$ cat src/rtl/arm_pkg.sv
// rtl/arm_pkg.sv - shared constants and types for the ARM pipeline fetch logic
package arm_pkg;

    localparam int          ADDR_W    = 32;
    localparam logic [31:0] NOP_INSTR = 32'h0000_0000;
    localparam logic [31:0] PC_INC    = 32'd4;

    typedef enum logic [1:0] {
        IDLE,
        REQ,
        HOLD,
        DRAIN
    } fetch_state_t;

endpackage

$ cat src/rtl/pc_register.sv
// rtl/pc_register.sv - 32-bit register with synchronous reset and load enable
module pc_register
    import arm_pkg::*;
(
    input  logic              clk,
    input  logic              rst,
    input  logic              load,
    input  logic [ADDR_W-1:0] d,
    output logic [ADDR_W-1:0] q
);

    always_ff @(posedge clk) begin
        if (rst) begin
            q <= '0;
        end else if (load) begin
            q <= d;
        end
    end

endmodule

$ cat src/rtl/if_fetch_stage.sv
// rtl/if_fetch_stage.sv - instruction fetch stage: PC ownership, imem req/ack, branch redirect, stall buffering
module if_fetch_stage
    import arm_pkg::*;
(
    input  logic              clk,
    input  logic              rst,
    input  logic              freeze,
    input  logic              sram_freeze,
    input  logic              branch_taken,
    input  logic [ADDR_W-1:0] branch_addr,
    output logic              imem_req,
    output logic [ADDR_W-1:0] imem_addr,
    input  logic              imem_ack,
    input  logic [31:0]       imem_rdata,
    output logic              instr_valid,
    output logic [ADDR_W-1:0] PC,
    output logic [31:0]       Instruction
);

    fetch_state_t      state_q;
    fetch_state_t      state_d;
    logic [ADDR_W-1:0] pc_q;
    logic [ADDR_W-1:0] pc_d;
    logic [ADDR_W-1:0] pc_inc;
    logic [ADDR_W-1:0] tgt_q;
    logic [31:0]       hold_q;
    logic              pc_load;
    logic              tgt_load;
    logic              hold_load;
    logic              stall;

    assign stall     = freeze | sram_freeze;
    assign pc_inc    = pc_q + PC_INC;
    assign imem_addr = pc_q;
    assign PC        = pc_inc;

    pc_register u_pc (
        .clk  (clk),
        .rst  (rst),
        .load (pc_load),
        .d    (pc_d),
        .q    (pc_q)
    );

    always_ff @(posedge clk) begin
        if (rst) begin
            state_q <= IDLE;
            tgt_q   <= '0;
            hold_q  <= '0;
        end else begin
            state_q <= state_d;
            if (tgt_load) begin
                tgt_q <= branch_addr;
            end
            if (hold_load) begin
                hold_q <= imem_rdata;
            end
        end
    end

    always_comb begin
        state_d     = state_q;
        pc_load     = 1'b0;
        pc_d        = pc_inc;
        tgt_load    = 1'b0;
        hold_load   = 1'b0;
        imem_req    = 1'b0;
        instr_valid = 1'b0;
        Instruction = NOP_INSTR;

        case (state_q)
            IDLE: begin
                if (branch_taken) begin
                    pc_load = 1'b1;
                    pc_d    = branch_addr;
                end
                state_d = REQ;
            end

            REQ: begin
                imem_req = 1'b1;
                if (branch_taken) begin
                    if (imem_ack) begin
                        pc_load = 1'b1;
                        pc_d    = branch_addr;
                    end else begin
                        tgt_load = 1'b1;
                        state_d  = DRAIN;
                    end
                end else if (imem_ack) begin
                    if (!stall) begin
                        instr_valid = 1'b1;
                        Instruction = imem_rdata;
                        pc_load     = 1'b1;
                    end else begin
                        hold_load = 1'b1;
                        state_d   = HOLD;
                    end
                end
            end

            HOLD: begin
                instr_valid = 1'b1;
                Instruction = hold_q;
                if (branch_taken) begin
                    pc_load = 1'b1;
                    pc_d    = branch_addr;
                    state_d = REQ;
                end else if (!stall) begin
                    pc_load = 1'b1;
                    state_d = REQ;
                end
            end

            DRAIN: begin
                // The stale request must complete before the redirect can be issued.
                imem_req = 1'b1;
                tgt_load = branch_taken;
                if (imem_ack) begin
                    pc_load = 1'b1;
                    pc_d    = branch_taken ? branch_addr : tgt_q;
                    state_d = REQ;
                end
            end

            default: begin
                state_d = IDLE;
            end
        endcase
    end

endmodule

$ cat config.mk
export PLATFORM = sky130hd
export DESIGN_NAME = if_fetch_stage
export DESIGN_NICKNAME = d
export VERILOG_FILES = /design/src/rtl/arm_pkg.sv /design/src/rtl/pc_register.sv /design/src/rtl/if_fetch_stage.sv
export SDC_FILE = /design/constraint.sdc
export NUM_CORES = 1
export LEC_CHECK = 0
export CAP_MARGIN = 30
export CORE_MARGIN = 1
export CORE_UTILIZATION = 57
export DETAILED_ROUTE_END_ITERATION = 12
export DONT_BUFFER_PORTS = 1
export HOLD_SLACK_MARGIN = 0.06
export PLACE_DENSITY_LB_ADDON = 0.08
export SYNTH_ARGS = -nofsm -noshare
export SYNTH_HDL_FRONTEND = slang
export SYNTH_SLANG_ARGS = --single-unit
$ cat constraint.sdc
create_clock -name clk -period 2.24 [get_ports clk]
set_input_delay 0.448 -clock clk [delete_from_list [all_inputs] [get_ports clk]]
set_output_delay 0.448 -clock clk [all_outputs]
set_load 0.02 [all_outputs]
======== Word-level counts from Yosys, hierarchy flattened ========
Cells that the tools add are included.
storage, ports and cells
  input port bits ......................... 70
  register bits after elaboration ......... 98
  word-level logic and storage cells ...... 53
  output and inout port bits .............. 98
operators by class
  add/sub/neg operators ................... 1
  eq/ne operators ......................... 8
  muxes and demuxes ....................... 35
  bitwise logic cells ..................... 1
  reduce and logical (&&, ||, !) cells .... 4
operator list
  kind                     count
  $mux W32                 8
  $pmux W32 S3             1
  $pmux W32 S2             1
  $add A32 B3 Y32 const B  1
  $mux W1                  14
  $mux W2                  7
  $ne A3 B3 Y1 const B     4
  $pmux W2 S4              1
  $reduce_and A5 Y1        1
  $eq A2 B2 Y1 const B     2
  $pmux W1 S2              2
  $pmux W1 S4              1
  $reduce_or A2 Y1         2
  $eq A2 B1 Y1 const B     1
  $logic_not A2 Y1         1
  $ne A2 B2 Y1 const B     1
  $or A1 B1 Y1             1

======== Longest topological paths before layout ========
  depth after elaboration ................. 5
  gate-level depth with buffers ........... 10
  depth with buffers taken out ............ 7

======== By module ========
A second synthesis with hierarchy kept.
second synthesis, totals
  cell total of the unflattened synthesis .. 903
  area, all modules ....................... 6565.0 um^2
modules (own cells, without submodules)
  module          cells an instance  area each (um^2)  sequential area each (um^2)  instances
  if_fetch_stage  800                5401.4            1321.3                       1
  pc_register     103                1163.6            640.6                        1

======== Worst setup path before layout ========
No wires, ideal clock.
  path type ............................... register to output
  start point ............................. register u_pc.q[2]
  end point ............................... output port PC[20]
  data arrival time ....................... 1.985 ns
  path buffers ............................ 0
  path slack .............................. -0.193 ns
  stages on the path, launching flop included .. 6
  data required time ...................... 1.792 ns
  cell sequence ........................... dfxtp_1 ha_1 nand4_2 nor4_2 and3_1 xnor2_1
between the ends
  word-level cells in the longest chain between the ends .. 1
RTL lines
  element                 line                  RTL
  start, declared         pc_register.sv:9      output logic [ADDR_W-1:0] q
  start signal, assigned  pc_register.sv:14     q <= '0;
  start signal, assigned  pc_register.sv:16     q <= d;
  $add A32 B3 Y32         if_fetch_stage.sv:33  assign pc_inc = pc_q + PC_INC;
  end, declared           if_fetch_stage.sv:16  output logic [ADDR_W-1:0] PC,
Every way passes these cells.

======== Worst setup path in the final report ========
  start point ............................. register u_pc.q[9]
  end point ............................... output port PC[19]
The elaborated chain is that of the path after synthesis.

==> metrics <==
status finished with violations; violated checks setup timing; Worst-Margin Slew 584 ps; met3 routed WL 2360 um; Total GRT Usage 37.7%; Pins Over Slew Limit 0; synthesized flop and latch total 98; Compound-Gate Fraction of Synth Area 29.4%; Final setup viols 45; shortest period the worst path allows 2550 ps; Synth cell types 69; Max-cap violations 0; initial antenna violation count 0; Gate power share 38.7%; class of the most critical setup path register to output port; Slew headroom 60.8%; PD cells 677 mW/mm^2; Synth Net Count 839; Hold Vio Cnt, Final 0; Worst-path clk slew 100 ps; Placer Congestion 0.922; Post-Layout Cell Count 975; largest net degree at the start of global routing 101; crit path DAT 2100 ps; min-delay worst type input pin to register; worst endpoint required time 1790 ps; post-synthesis simple-gate area fraction 25.1%; floorplan row count 36; largest family of logic cells by synthesized area compound AO/OA/AOI/OAI gates; placed insts 913; CTS buffer count 9; max frequency 0.393 GHz; met2 routed WL 10800 um; # diodes 0; async set-reset flop share out of synthesis 0%; Area after DPL 0.00651 sq mm; DR iter-0 viols 798; Syn Inst Count 764; Clock Latency Late Sink 400 ps; post-synthesis mux area share 0.340%; commonest non-fill, non-tap cell in the layout nand2_1; Clock Path Buffers 2; # H-tree levels 3; Int Power 3330 uW; Final period util 114%; Final TNS setup -5050 ps; final worst slack -306 ps; Antenna Nets Post-Route 0; via density per instance 6.84; number of global-route vias before repair 6201; Sw Ratio 38.0%; highest metal used met4; Pre-antenna DRT Iters 5; most frequent cells in the layout nand2_1, buf_4, a21oi_1; Vias 6668; Net Switching 2040 uW; core area 0.00991 sq mm; cell taking the most area after synthesis dfxtp_1; die height 104 um; synth top area cells dfxtp_1, nand2_1, a21oi_1; Post-Synth Adder-Cell Area 1.06%; RSZ-0062 raised after global routing yes; Area Growth Syn to Fin 34.9%; die area 0.0107 sq mm; met1 wire length 7850 um; cells on worst reg2reg path 10; Leak Pwr 0.00302 uW; top-area cell type share of the netlist area 33.3%; NumNets Final 912; share of layout cells above drive strength 1 36.3%; first-pass GRT wire length 32300 um; number of synthesized flops with an enable pin 0; Sinks on Clock Net 98; peak supply drop 0.601 mV; predominant post-synthesis flop cell dfxtp_1; hold path depth 1; worst-path maximum fanout 4; sequential power share 38.3%; chip width 104 um; WL/cell 22.6 um; XOR/XNOR Fraction of Synth Area 3.72%; Crit. End Element output port; Seq/Total Area, Yosys 33.3%; Root Buffer clkbuf_8; FILL cells 656; mapped cell area 0.00588 sq mm; TritonCTS clock tree done; DRC viols 0; clk_skew 13.6 ps; Clk pwr share 23.0%; DP Wirelength 12900 um; crit path launch type register; initial core utilization 59.4%; gr ovfl total 0; design area 0.00794 sq mm; Top Ports 168; number of port buffers 0; routed wire length 22000 um; synthesis warning total 0; Avg Cell Area, Syn 7.70 sq um
cell type report:
class	instances	area, sq um	area share, %
Timing Repair Buffer	133	1180	14.9
Inverter	17	63.8	0.804
Multi-Input combinational cell	578	4330	54.6
Clock inverter	4	50.0	0.631
Tap cell	133	166	2.10
Clock buffer	12	155	1.96
Sequential cell	98	1990	25.1
metal layers:
| layer | track usage [%] | vias up |
|---|---|---|
| li1 | - | 2901 |
| met2 | 61.0 | 460 |
| met4 | 19.0 | 0 |
| met1 | 45.5 | 3201 |
| met3 | 11.1 | 106 |
| met5 | 0 | - |
worst max-delay path, stage by stage, from the launching register on:
cell and delay, ps:
dfxtp_1 440, and4_1 270, nand4_1 210, or3_4 440
xnor2_2 180, buf_4 170
final timing paths:
check | start | to | slack [ps]
setup / recovery | u_pc.q[9]$_SDFFE_PP0P_ | PC[19] | -310
setup reg to reg | state_q[1]$_SDFFE_PP0P_ | u_pc.q[15]$_SDFFE_PP0P_ | 0
hold / removal | rst | hold_q[7]$_SDFFE_PP0P_ | 110
hold reg to reg | tgt_q[6]$_SDFFE_PP0P_ | tgt_q[6]$_SDFFE_PP0P_ | 460
power groups by stage:
stage / logic, uW / clock network, uW / registers (uW)
floorplan: 1090 / 0 / 2160
global placement: 1700 / 0 / 2050
detailed placement: 1730 / 0 / 2060
CTS: 1890 / 1230 / 2030
global route: 2180 / 1300 / 2070
finish: 2080 / 1230 / 2060
cell usage after synthesis (14+ instances only):
| cell | number |
|---|---|
| xnor2_1 | 16 |
| a22oi_1 | 48 |
| clkbuf_1 | 44 |
| nor2b_1 | 34 |
| a21oi_1 | 83 |
| inv_1 | 17 |
| nor2_1 | 30 |
| dfxtp_1 | 98 |
| nand2_1 | 156 |
| a211oi_1 | 14 |
flip-flops by register name (all words and copies together), names as in the netlist:
register,cells
hold_q,32
state_q,2
tgt_q,32
u_pc.q,32
what timing repair did:
item,in CTS,in global routing
hold buffers,0,0
pin swaps,32,28
hold endpoints to repair,0,0
buffers inserted,24,22
gates cloned,3,1
endpoints found under the setup margin,63,83
gates resized for setup,132,55
cell families (layout without fill, tap and decap cells):
| kind of cell | after synthesis | in the layout |
|---|---|---|
| muxes | 2 | 2 |
| xor gates and xnor gates | 25 | 25 |
| AOI/OAI and AO/OA | 252 | 252 |
| DFF | 98 | 98 |
| adders and majority gates | 5 | 5 |
| buffers and inverters | 88 | 166 |
| and+or+nand+nor | 294 | 294 |
through the flow:
| stage | setup slack [ps] | hold slack [ps] | util, % | total power (uW) |
|---|---|---|---|---|
| after floorplan | -22.0 | 432 | - | 3250 |
| after global placement | -21.0 | 436 | 65.7 | 3750 |
| after detailed placement | -62.8 | 440 | 65.7 | 3790 |
| after CTS | -247 | 112 | 76.3 | 5150 |
| after global routing | -350 | 94.5 | 80.1 | 5550 |
| final | -306 | 113 | 80.1 | 5370 |
Power figures use the tool's default switching activity.
